File: src/rtl/sudoku_board_ctrl_pkg.sv
// sudoku_board_ctrl_pkg: board geometry, controller state encoding and the cell
// indexing shared with the VGA renderer.
package sudoku_board_ctrl_pkg;
    localparam int N           = 9;
    localparam int CELLS       = N * N;
    localparam int CELL_W      = 4;
    localparam int NUM_PUZZLES = 3;
    localparam int ROM_AW      = 9;
    localparam int IDX_W       = 7;

    typedef enum logic [1:0] {S_IDLE, S_LOAD, S_LOAD_LAST, S_CLEAR} state_t;

    function automatic logic [IDX_W-1:0] cell_idx(input logic [3:0] r, input logic [3:0] c);
        return IDX_W'(r) * IDX_W'(N) + IDX_W'(c);
    endfunction
endpackage

File: src/rtl/sudoku_board_ctrl_arbiter.sv
// board_wr_arbiter: two-way round-robin between keypad and handwriting writes,
// with a requester masked out while its own ack is still high.
module board_wr_arbiter (
    input  logic clk,
    input  logic rst_n,
    input  logic i_en,
    input  logic i_kp_req,
    input  logic i_hw_req,
    output logic o_grant,
    output logic o_grant_id,
    output logic o_kp_ack,
    output logic o_hw_ack
);
    logic r_last_hw, r_kp_ack, r_hw_ack;
    logic w_kp_ok, w_hw_ok;

    assign w_kp_ok    = i_en & i_kp_req & ~r_kp_ack;
    assign w_hw_ok    = i_en & i_hw_req & ~r_hw_ack;
    assign o_grant    = w_kp_ok | w_hw_ok;
    // on a tie the requester that was not served last wins
    assign o_grant_id = w_hw_ok & (~w_kp_ok | ~r_last_hw);
    assign o_kp_ack   = r_kp_ack;
    assign o_hw_ack   = r_hw_ack;

    always_ff @(posedge clk or negedge rst_n) begin
        if (!rst_n) begin
            r_last_hw <= 1'b1;
            r_kp_ack  <= 1'b0;
            r_hw_ack  <= 1'b0;
        end else begin
            r_kp_ack <= o_grant & ~o_grant_id;
            r_hw_ack <= o_grant & o_grant_id;
            if (o_grant) r_last_hw <= o_grant_id;
        end
    end
endmodule

File: src/rtl/sudoku_board_ctrl.sv
// sudoku_board_ctrl: owns the 9x9 board, loads puzzles from ROM, clears user
// entries, moves the cursor and applies arbitrated keypad/handwriting writes.
module sudoku_board_ctrl
    import sudoku_board_ctrl_pkg::*;
(
    input  logic                    clk,
    input  logic                    rst_n,
    input  logic                    load_start,
    input  logic [1:0]              puzzle_sel,
    output logic                    rom_en,
    output logic [ROM_AW-1:0]       rom_addr,
    input  logic [CELL_W-1:0]       rom_data,
    input  logic                    clear_start,
    input  logic                    mv_up,
    input  logic                    mv_down,
    input  logic                    mv_left,
    input  logic                    mv_right,
    input  logic                    kp_req,
    input  logic [CELL_W-1:0]       kp_num,
    output logic                    kp_ack,
    input  logic                    hw_req,
    input  logic [CELL_W-1:0]       hw_num,
    output logic                    hw_ack,
    output logic                    wr_reject,
    output logic [CELLS*CELL_W-1:0] board,
    output logic [CELLS-1:0]        board_blank,
    output logic [3:0]              cursor_row,
    output logic [3:0]              cursor_col,
    output logic                    busy,
    output logic [6:0]              filled_cnt,
    output logic                    board_full
);
    state_t                  r_state;
    logic [IDX_W-1:0]        r_idx;
    logic [CELLS*CELL_W-1:0] r_board;
    logic [CELLS-1:0]        r_blank;
    logic [3:0]              r_row, r_col;
    logic [6:0]              r_cnt;
    logic                    r_rom_en, r_wr_reject;
    logic [ROM_AW-1:0]       r_rom_addr;

    logic                    w_grant, w_gid, w_reject;
    logic                    w_ld_we, w_cl_we, w_wr_we, w_we;
    logic [IDX_W-1:0]        w_cur, w_widx;
    logic [CELL_W-1:0]       w_num, w_ld_val, w_wval, w_old;
    logic [ROM_AW-1:0]       w_base;
    logic [6:0]              w_cnt_nx;
    logic [3:0]              w_row_nx, w_col_nx;

    board_wr_arbiter u_arb (
        .clk       (clk),
        .rst_n     (rst_n),
        .i_en      (r_state == S_IDLE),
        .i_kp_req  (kp_req),
        .i_hw_req  (hw_req),
        .o_grant   (w_grant),
        .o_grant_id(w_gid),
        .o_kp_ack  (kp_ack),
        .o_hw_ack  (hw_ack)
    );

    assign w_base   = (puzzle_sel >= 2'(NUM_PUZZLES)) ? '0 : ROM_AW'(puzzle_sel) * ROM_AW'(CELLS);
    assign w_cur    = cell_idx(r_row, r_col);
    assign w_num    = w_gid ? hw_num : kp_num;
    assign w_reject = !r_blank[w_cur] || w_num > 4'd9;
    // ROM data arrives one cycle behind its address, so LOAD writes the previous index
    assign w_ld_we  = (r_state == S_LOAD && r_idx != '0) || r_state == S_LOAD_LAST;
    assign w_ld_val = (rom_data != '0 && rom_data <= 4'd9) ? rom_data : '0;
    assign w_cl_we  = r_state == S_CLEAR && r_blank[r_idx];
    assign w_wr_we  = w_grant && !w_reject;
    assign w_we     = w_ld_we | w_cl_we | w_wr_we;
    assign w_widx   = w_ld_we ? (r_state == S_LOAD_LAST ? IDX_W'(CELLS - 1) : r_idx - 1'b1) :
                      w_cl_we ? r_idx : w_cur;
    assign w_wval   = w_ld_we ? w_ld_val : w_cl_we ? '0 : w_num;
    assign w_old    = r_board[w_widx*CELL_W +: CELL_W];
    assign w_cnt_nx = r_cnt + ((w_old == '0 && w_wval != '0) ? 7'd1 : 7'd0)
                            - ((w_old != '0 && w_wval == '0) ? 7'd1 : 7'd0);

    assign w_row_nx = (mv_up & ~mv_down) ? (r_row == 4'd0 ? 4'd8 : r_row - 4'd1) :
                      (mv_down & ~mv_up) ? (r_row == 4'd8 ? 4'd0 : r_row + 4'd1) : r_row;
    assign w_col_nx = (mv_left & ~mv_right) ? (r_col == 4'd0 ? 4'd8 : r_col - 4'd1) :
                      (mv_right & ~mv_left) ? (r_col == 4'd8 ? 4'd0 : r_col + 4'd1) : r_col;

    always_ff @(posedge clk or negedge rst_n) begin
        if (!rst_n) begin
            r_state     <= S_IDLE;
            r_idx       <= '0;
            r_board     <= '0;
            r_blank     <= '1;
            r_row       <= '0;
            r_col       <= '0;
            r_cnt       <= '0;
            r_rom_en    <= 1'b0;
            r_rom_addr  <= '0;
            r_wr_reject <= 1'b0;
        end else begin
            if (w_we) begin
                r_board[w_widx*CELL_W +: CELL_W] <= w_wval;
                r_cnt <= w_cnt_nx;
            end
            if (w_ld_we) r_blank[w_widx] <= (w_ld_val == '0);
            r_wr_reject <= w_grant & w_reject;
            case (r_state)
                S_IDLE: begin
                    if (load_start) begin
                        r_state    <= S_LOAD;
                        r_idx      <= '0;
                        r_rom_en   <= 1'b1;
                        r_rom_addr <= w_base;
                        r_row      <= '0;
                        r_col      <= '0;
                    end else begin
                        if (clear_start) begin
                            r_state <= S_CLEAR;
                            r_idx   <= '0;
                        end
                        r_row <= w_row_nx;
                        r_col <= w_col_nx;
                    end
                end
                S_LOAD: begin
                    r_idx <= r_idx + 1'b1;
                    if (r_idx == IDX_W'(CELLS - 1)) begin
                        r_state    <= S_LOAD_LAST;
                        r_rom_en   <= 1'b0;
                        r_rom_addr <= '0;
                    end else begin
                        r_rom_addr <= r_rom_addr + 1'b1;
                    end
                end
                S_LOAD_LAST: r_state <= S_IDLE;
                S_CLEAR: begin
                    r_idx <= r_idx + 1'b1;
                    if (r_idx == IDX_W'(CELLS - 1)) r_state <= S_IDLE;
                end
                default: r_state <= S_IDLE;
            endcase
        end
    end

    assign rom_en      = r_rom_en;
    assign rom_addr    = r_rom_addr;
    assign wr_reject   = r_wr_reject;
    assign board       = r_board;
    assign board_blank = r_blank;
    assign cursor_row  = r_row;
    assign cursor_col  = r_col;
    assign busy        = r_state != S_IDLE;
    assign filled_cnt  = r_cnt;
    assign board_full  = r_cnt == 7'(CELLS);
endmodule

File: config.mk
export PLATFORM = sky130hd
export DESIGN_NAME = sudoku_board_ctrl
export DESIGN_NICKNAME = d
export VERILOG_FILES = /design/src/rtl/sudoku_board_ctrl_pkg.sv /design/src/rtl/sudoku_board_ctrl_arbiter.sv /design/src/rtl/sudoku_board_ctrl.sv
export SDC_FILE = /design/constraint.sdc
export NUM_CORES = 1
export LEC_CHECK = 0
export CAP_MARGIN = 20
export CORE_MARGIN = 8
export CORE_UTILIZATION = 55
export DETAILED_ROUTE_END_ITERATION = 12
export PLACE_DENSITY = 0.95
export SYNTH_ARGS = -nofsm -noshare
export SYNTH_HDL_FRONTEND = slang
export SYNTH_SLANG_ARGS = --single-unit
export TNS_END_PERCENT = 30
File: constraint.sdc
create_clock -name clk -period 15.2 [get_ports clk]
set_input_delay 2.28 -clock clk [delete_from_list [all_inputs] [get_ports clk]]
set_output_delay 2.28 -clock clk [all_outputs]
set_load 0.05 [all_outputs]
# == Word level (Yosys, flattened, before mapping) ==
# Cells that the tools add are included.
# word_totals
wordCells,147
reg_bits,443
# classes
magnitude_cmp,7
shift,3
mux,42
reduce_logical,33
n_bitwise,25
n_eq_ne,11
n_addsub,11
multipliers,2
# op_table
operator,n
$bwmux 324,1
$shift 4x34->324 const A,1
$shiftx 324x10->4,1
$shiftx 4x34->324,1
$bwmux 81,1
$mux 4,14
$mux 7,5
$neg 9->34,1
$mux 9,3
$lt 7x8->1 const B,3
$logic_not 4->1,5
$pmux 9 s2,1
$bmux 1 s7,2
$eq 7x7->1 const B,2
$pmux 7 s2,1
$and 1x1->1,12
$reduce_bool 4->1,3
$add 9x1->9 const B,1
$mul 2x7->9 const B,1
$not 1->1,9
$add 4x1->4 const B,2
$eq 4x4->1 const B,2
$mux 2,4
$pmux 2 s4,1
30 further kinds,57

# == Depth between registers and ports, before layout ==
# Gate-level depths: netlist (run 1).
# depth
depth_word,14
ltp_mapped,35
mapped_depth_nobuf,29

# == By module ==
# A second synthesis (run 1) with hierarchy kept.
# hier_totals
cells_unflattened,2119
area_unflattened_um2,23196.0
# by_module_without_submodules
mod,seq_area_each_um2,n_inst,area_per_inst_um2,cells_per_inst
sudoku_board_ctrl,11111.9,1,23037.1,2105
board_wr_arbiter,76.3,1,158.9,14

# == Least setup slack after synthesis (run 1) ==
# OpenSTA, ideal clock, no wires.
# synth_timing
kind,register -> register
from,register r_idx[1]
to,"register r_cnt[6], in the netlist filled_cnt[6]"
stages_incl_launch_ff,34
path_buffers,5
setup_slack_ns,8.425
arrival_time_ns,6.631
setup_ns,0.144
required_ns,15.056
cell_sequence,dfrtp_1 > buf_2 > buf_4 > buf_4 > inv_1 > ha_1 > nor3b_1 > a21oi_1 > or3b_2 > or4b_2 > o211ai_1 > a211o_1 > buf_4 > buf_4 > nor2_1 > a222oi_1 > nor2_1 > or4b_2 > o2111ai_1 > o211ai_1 > ha_1 > inv_1 > ha_1 > inv_1 > fa_1 > inv_1 > a21oi_1 > nor2_1 > o21ai_0 > nand2b_1 > a21oi_1 > xnor2_1 > nor2_1 > xor2_1
# synth_via
elab_chain_len,11
elab_cells_between_ends,25
cone_classes,add/sub (3); shift (1); mux (9); bitwise (2); reduce/logical (10)
# synth_rtl
element,line_no,source
from (decl),sudoku_board_ctrl.sv:34,logic [IDX_W-1:0] r_idx;
from (signal assigned),sudoku_board_ctrl.sv:122,r_idx <= r_idx + 1'b1;
from (signal assigned),sudoku_board_ctrl.sv:133,r_idx <= r_idx + 1'b1;
$bmux 1 s7,sudoku_board_ctrl.sv:69,assign w_cl_we = r_state == S_CLEAR && r_blank[r_idx];
$mux 1 (not written as such),sudoku_board_ctrl.sv:69,
$logic_and 1x1->1,sudoku_board_ctrl.sv:69,
$mux 7,sudoku_board_ctrl.sv:73,w_cl_we ? r_idx : w_cur;
$mux 7,sudoku_board_ctrl.sv:72,assign w_widx = w_ld_we ? (r_state == S_LOAD_LAST ? IDX_W'(CELLS - 1) : r_idx - 1'b1) :
$shiftx 324x10->4,sudoku_board_ctrl.sv:75,assign w_old = r_board[w_widx*CELL_W +: CELL_W];
$logic_not 4->1,sudoku_board_ctrl.sv:76,assign w_cnt_nx = r_cnt + ((w_old == '0 && w_wval != '0) ? 7'd1 : 7'd0)
$logic_and 1x1->1,sudoku_board_ctrl.sv:76,
$mux 1,sudoku_board_ctrl.sv:76,
$add 7x1->7,sudoku_board_ctrl.sv:76,
$sub 7x1->7,sudoku_board_ctrl.sv:77,- ((w_old != '0 && w_wval == '0) ? 7'd1 : 7'd0);
to (signal assigned),sudoku_board_ctrl.sv:99,r_cnt <= w_cnt_nx;
to (decl),sudoku_board_ctrl.sv:38,logic [6:0] r_cnt;
# Several ways; a longest one is shown, not always the timed one. The select of a mux whose other input is x is not followed.
# A chain may end at the register's enable or synchronous reset.

# == Worst setup path in the final report (run 1) ==
# layout_timing
from,register r_idx[2]
to,"register r_cnt[6], in the netlist filled_cnt[6]"
# Same word-level chain as after synthesis.

==> out/metrics.cfg, run 1 <==
[setup_path]
cp.arrival_ns = 8.73
crit_family = compound AO/OA/AOI/OAI gates
required_ns = 15.72
rrSetupSlack_ns = 6.99
endpoint_kind = flip-flop
cpMaxStageDelayCell = a311oi_1
crit_fanout = 48
cp-start-kind = flip-flop
worst-path-buf-inv = 5
slowest_delay_ns = 0.93
worstSetupStartpoint = r_idx[2]$_DFFE_PN0P_
cp.depth = 28
critPathKind = flip-flop to flip-flop
r2r-end = filled_cnt[6]$_DFFE_PN0P_
endpoint = filled_cnt[6]$_DFFE_PN0P_
reg2regPathDepth = 28
timing.rr.start = r_idx[2]$_DFFE_PN0P_

[timing]
relSlewSlack_pct = 17.8
finalSetupViolations = 0
worstMarginPinSlew_ns = 1.22
skew_ns = 0.0353
period_share_pct = 54.0
fin_tns_setup_ns = 0
rsz0062_at_grt = false
setup_ws_ns = 6.99
fmax_ghz = 0.122
slew_viol_final = 0
min_period_ns = 8.21
finalHoldViolations = 0

[placement]
port_buffers = 458
dpl.hpwl_um = 71300
globalplace.congestion = 1.04
dp.cells = 3002
pre_cts_slack_ns = 6.82

[flow_run]
maxCapViolations = 0

[synthesis]
ys_ff_latch = 443
yosys.area.top_type = dfrtp_1
synth_area_mm2 = 0.0237
synth_edf_count = 0
synth_cell_types = 93
synth_flop_cell = dfrtp_1
syn_area_per_cell_um2 = 11.4
synth_warnings = 0
syn_inst = 2071
syn_nets = 2126
netlist_top_cells_area = dfrtp_1 38%, mux2_2 19%, dfstp_2 9.1%, nor2_1 3.9%, mux4_2 3.7%
async_reset_ff_share_pct = 100
seq_area_frac_synth_pct = 47.3
netlist.area_leader.share_pct = 38.2

[routing]
drt_pass1_iterations = 6
drt-initial-drc-count = 2868
routed_wire_length_per_instance_um = 32.3
routed_wl_um = 100000
postRouteAntennaNets = 0
drc = 0
via_count = 21260
vias_per_cell = 6.86

[global_route]
grt_max_degree = 184
antenna_found_initial = 1
grt_usage_pct = 39.0
grt_pass1_wl_um = 147000
gr-total-overflow = 0
grt_pass1_vias = 22008

[die]
die_y_um = 223
fp.dieW_um = 223
core_area_mm2 = 0.0428
start_util_pct = 55.3
placementRows = 76
dieArea_mm2 = 0.0499
pin_count = 459

[clock_network]
cts_buffers = 48
htreeDepth = 2
cts_setup_buffers = 0
clk_pin_slew_worst_paths_ns = 0.06
hold_buffers = 0
cts_buffer_depth = 3
clk_latency_ns = 0.61
clock-root-buffer = clkbuf_16
cts_resized = 0
cts_tree = done
cts.sinks = 443

[finish]
drive_gt1_share_pct = 28.1
num-fill-cells = 2860
final_nets = 2567
instances_no_fill = 3097
area_growth_pct = 29.0

[hold_path]
hold_class = flip-flop to flip-flop

[status]
outcome = finished, final reports clean

[synthesized netlist by cell type (5+ instances only)]
| library cell | instances |
|---|---|
| a221oi_1 | 9 |
| nor4_4 | 5 |
| mux2_1 | 16 |
| dfstp_2 | 82 |
| a311oi_1 | 7 |
| xor2_1 | 9 |
| a21oi_1 | 55 |
| or4_1 | 10 |
| clkbuf_1 | 69 |
| nor2_2 | 17 |
| and3_1 | 10 |
| nor4_1 | 25 |
| dfrtp_1 | 361 |
| a22oi_1 | 11 |
| or3_1 | 14 |
| nand3_1 | 72 |
| nand2b_1 | 16 |
| o211ai_1 | 11 |
| nor2b_1 | 13 |
| o41ai_1 | 5 |
| a211o_1 | 8 |
| a21o_1 | 6 |
| buf_4 | 7 |
| nor3_1 | 48 |
| inv_1 | 33 |
| nor4_2 | 5 |
| mux2i_1 | 38 |
| mux2_2 | 405 |
| mux4_2 | 39 |
| a31oi_1 | 14 |
| o221ai_1 | 9 |
| o21ai_0 | 54 |
| a21boi_0 | 6 |
| buf_1 | 15 |
| xnor2_1 | 12 |
| ha_1 | 29 |
| nor3_2 | 11 |
| nand4_1 | 13 |
| o31ai_1 | 12 |
| a211oi_1 | 27 |
| a2111oi_0 | 7 |
| nand2_1 | 111 |
| o22ai_1 | 6 |
| nor2_1 | 245 |
| buf_2 | 13 |
[how the worst min path moves through the flow]
stage / start / to / slack (ns) / cells past startpoint
after detailed placement: filled_cnt[6]$_DFFE_PN0P_ / filled_cnt[6]$_DFFE_PN0P_ / 0.50 / 1
final: filled_cnt[6]$_DFFE_PN0P_ / filled_cnt[6]$_DFFE_PN0P_ / 0.51 / 1
after CTS: filled_cnt[6]$_DFFE_PN0P_ / filled_cnt[6]$_DFFE_PN0P_ / 0.52 / 1
after global placement: filled_cnt[6]$_DFFE_PN0P_ / filled_cnt[6]$_DFFE_PN0P_ / 0.50 / 1
after global routing: filled_cnt[6]$_DFFE_PN0P_ / filled_cnt[6]$_DFFE_PN0P_ / 0.54 / 1
after floorplan: u_arb.r_last_hw$_DFFE_PN1P_ / u_arb.r_last_hw$_DFFE_PN1P_ / 0.50 / 2
[sequential cells by signal, summed over array words and instances, names as in the netlist]
register / cells
u_arb.r_last_hw: 1
u_arb.o_hw_ack: 1
cursor_col: 4
filled_cnt: 7
rom_addr: 9
u_arb.o_kp_ack: 1
r_idx: 7
r_state: 2
board: 324
rom_en: 1
cursor_row: 4
wr_reject: 1
board_blank: 81
[final cells by class]
cell class / count / area (um2) / share of cell area, %
repair buffers: 497 / 4940 / 16.2
well taps: 546 / 683 / 2.24
inverters: 34 / 128 / 0.418
clock inverters: 25 / 348 / 1.14
clock buffers: 63 / 1330 / 4.35
diodes: 1 / 2.50 / 0.00820
multi-input cells: 1488 / 11900 / 39.0
flip-flops and latches: 443 / 11200 / 36.7
[cell usage in the layout (no fill, tap or decap), drive strengths merged, types with 10 or more instances in the layout]
| master | synthesis | final |
|---|---|---|
| clkdlybuf4s50 | 0 | 457 |
| mux2 | 421 | 421 |
| dfrtp | 361 | 361 |
| nor2 | 262 | 262 |
| nand2 | 112 | 112 |
| dfstp | 82 | 82 |
| nand3 | 73 | 73 |
| clkbuf | 69 | 65 |
| nor3 | 61 | 61 |
| o21ai | 58 | 58 |
| a21oi | 56 | 56 |
| mux4 | 39 | 39 |
| mux2i | 38 | 38 |
| buf | 37 | 38 |
| inv | 34 | 36 |
| nor4 | 35 | 35 |
| a211oi | 30 | 30 |
| ha | 29 | 29 |
| nand2b | 17 | 17 |
| clkinv | 0 | 15 |
| a31oi | 14 | 14 |
| or3 | 14 | 14 |
| nand4 | 14 | 14 |
| nor2b | 13 | 13 |
| o211ai | 13 | 13 |
| xnor2 | 12 | 12 |
| o31ai | 12 | 12 |
| a22oi | 11 | 11 |
| or4 | 11 | 11 |
| and3 | 10 | 10 |
[metal layers]
metal	GRT usage (%)	routed length (um)	share of wire [%]
met1	43.8	33000	33
met2	62.2	46300	46
met3	15.6	13500	14
met4	23.2	7280	7.3
met5	0.101	0	0
[through the flow]
stage          cell area [um2]  util [%]  hold slack [ns]
2_1_floorplan            23700         -            0.504
3_3_place_gp             28700      67.2            0.497
3_5_place_dp             28700      67.2            0.505
4_1_cts                  30400      71.1            0.516
5_1_grt                  30500      71.3            0.537
6_report                 30500      71.3            0.513
[cells by family (layout without fill, tap and decap cells)]
kind of cell,count (synthesis),in the layout,share of synthesized area [%]
fa+ha+maj,31,31,1.70
xor+xnor,21,21,0.778
simple gates,646,646,13.7
flops,443,443,47.3
mux,498,498,25.4
other cells,0,1,0
buf+inv,140,619,2.47
compound gates,292,292,8.69
Power of run 1 is left out: the tool's default activity adds up to more than one toggle a clock period on the data nets, which glitch-free logic cannot reach.
==> inputs of run 2 (changes only) <==
- CORE_UTILIZATION: 55 -> 48
- PLACE_DENSITY: 0.95 -> 0.9
- clock period: 15.2 -> 7.1 ns (I/O delays scaled with it)
==> out/metrics.cfg, run 2 (synthesis results as in run 1) <==
[finish]
num-fill-cells = 3645  ; was 2860
fin_util_pct = 63.6  ; was 71.3%
largest_register_ffs = 324  ; unchanged
final_cell_mix = 457 x clkdlybuf4s50_1, 405 x mux2_2, 359 x dfrtp_1, 245 x nor2_1, 110 x nand2_1  ; was 457 x clkdlybuf4s50_1, 405 x mux2_2, 361 x dfrtp_1, 245 x nor2_1, 111 x nand2_1
final_common_cell = clkdlybuf4s50_1  ; unchanged
final_nets = 2622  ; was 2567
instances_no_fill = 3268  ; was 3097
drive_gt1_share_pct = 29.9  ; was 28.1%
area_growth_pct = 31.2  ; was 29.0%

[hold_path]
hold_class = primary input to async pin  ; was flip-flop to flip-flop

[global_route]
grt_usage_pct = 34.2  ; was 39.0%
grt_pass1_wl_um = 147000  ; about the same
grt_pass1_vias = 21893  ; was 22008
gr-total-overflow = 0  ; unchanged
grt_max_degree = 179  ; was 184
antenna_found_initial = 1  ; unchanged

[routing]
drc = 0  ; unchanged
routed_wire_length_per_instance_um = 30.5  ; was 32.3 um
via_count = 21023  ; was 21260
drt-initial-drc-count = 2140  ; was 2868
routed_wl_um = 99800  ; was 100000 um
drt_pass1_iterations = 7  ; was 6
vias_per_cell = 6.43  ; was 6.86
postRouteAntennaNets = 0  ; unchanged

[setup_path]
r2r-end = filled_cnt[6]$_DFFE_PN0P_  ; unchanged
endpoint = filled_cnt[6]$_DFFE_PN0P_  ; unchanged
cpMaxStageDelayCell = or4_1  ; was a311oi_1
endpoint_kind = flip-flop  ; unchanged
worst-path-buf-inv = 6  ; was 5
crit_fanout = 17  ; was 48
cp-start-kind = flip-flop  ; unchanged
required_ns = 7.58  ; was 15.72 ns
timing.rr.start = r_idx[0]$_DFFE_PN0P_  ; was r_idx[2]$_DFFE_PN0P_
cp.arrival_ns = 7.14  ; was 8.73 ns
crit_family = compound AO/OA/AOI/OAI gates  ; unchanged
worstSetupStartpoint = r_idx[0]$_DFFE_PN0P_  ; was r_idx[2]$_DFFE_PN0P_
reg2regPathDepth = 29  ; was 28
cp.depth = 29  ; was 28
rrSetupSlack_ns = 0.43  ; was 6.99 ns
critPathKind = flip-flop to flip-flop  ; unchanged
slowest_delay_ns = 0.54  ; was 0.93 ns

[timing]
finalHoldViolations = 0  ; unchanged
relSlewSlack_pct = 23.5  ; was 17.8%
rsz0062_at_grt = false  ; unchanged
worstMarginPinSlew_ns = 1.14  ; was 1.22 ns
min_period_ns = 6.67  ; was 8.21 ns
slew_viol_final = 0  ; unchanged
finalSetupViolations = 0  ; unchanged
fmax_ghz = 0.150  ; was 0.122 GHz
skew_ns = 0.0394  ; was 0.0353 ns
period_share_pct = 93.9  ; was 54.0%
fin_tns_setup_ns = 0  ; unchanged

[die]
core_area_mm2 = 0.0487  ; was 0.0428 mm2
dieArea_mm2 = 0.0566  ; was 0.0499 mm2
pin_count = 459  ; unchanged
die_y_um = 238  ; was 223 um
placementRows = 81  ; was 76
start_util_pct = 48.5  ; was 55.3%
fp.dieW_um = 238  ; was 223 um

[placement]
dpl.hpwl_um = 75700  ; was 71300 um
globalplace.congestion = 0.984  ; was 1.04
dp.cells = 3177  ; was 3002
port_buffers = 458  ; unchanged

[clock_network]
cts_buffer_depth = 3  ; unchanged
cts.sinks = 443  ; unchanged
clock-root-buffer = clkbuf_16  ; unchanged
cts_buffers = 48  ; unchanged
hold_buffers = 0  ; unchanged
clk_latency_ns = 0.61  ; about the same
cts_tree = done  ; unchanged
htreeDepth = 2  ; unchanged
clk_pin_slew_worst_paths_ns = 0.06  ; about the same

[status]
outcome = finished, final reports clean  ; unchanged

[flow_run]
maxCapViolations = 0  ; unchanged

==> run 2: changes by cell type in the layout (fill, tap and decap cells not counted), moves of 3 or more <==
| cell | delta |
|---|---|
| bufinv_16 | -6 |
| buf_12 | +5 |
| inv_6 | +3 |
| clkbuf_8 | +4 |
| clkinv_4 | -3 |
| buf_4 | +54 |
==> run 2: worst min-delay path by stage <==
stage / endpoint / slack, ns / startpoint
4_1_cts: filled_cnt[6]$_DFFE_PN0P_ / 0.51 / filled_cnt[6]$_DFFE_PN0P_
5_1_grt: board_blank[0]$_DFFE_PN1P_ / 0.53 / board_blank[0]$_DFFE_PN1P_
3_3_place_gp: filled_cnt[6]$_DFFE_PN0P_ / 0.50 / filled_cnt[6]$_DFFE_PN0P_
2_1_floorplan: u_arb.r_last_hw$_DFFE_PN1P_ / 0.50 / u_arb.r_last_hw$_DFFE_PN1P_
6_report: cursor_row[3]$_DFFE_PN0P_ / 0.51 / rst_n
3_5_place_dp: filled_cnt[6]$_DFFE_PN0P_ / 0.50 / filled_cnt[6]$_DFFE_PN0P_
==> run 2: area by class of cell <==
type                       count  area, um2  share of cell area (%)
antenna                        1       2.50                 0.00807
timing repair buffer         552       5390                    17.4
sequential                   443      11200                    36.1
clock inverter                21        160                   0.516
tap                          664        831                    2.68
multi-input combinational   1488      11900                    38.5
inverter                      34        130                   0.419
clock buffer                  65       1380                    4.44
==> run 2: repair_timing <==
item	in CTS	in global routing
gates resized for setup	0	20
endpoints found under the setup margin	0	3
setup buffers	0	3
==> run 2: metrics by stage <==
stage	setup WS [ns]	area [um2]	hold WS, ns
global placement	0.246	29400	0.502
CTS	0.122	30900	0.512
floorplan	0.325	23700	0.504
finish	0.434	31000	0.511
detailed placement	0.179	29400	0.495
global route	0.0521	31000	0.533
==> run 2: routing by layer <==
| metal | part of all wire [%] | global-route usage (%) |
|---|---|---|
| met3 | 10 | 8.98 |
| met1 | 36 | 40.1 |
| met4 | 6.8 | 20.4 |
| met2 | 47 | 56.2 |
| met5 | 0 | 0 |
Power of run 2 is left out for the same reason.
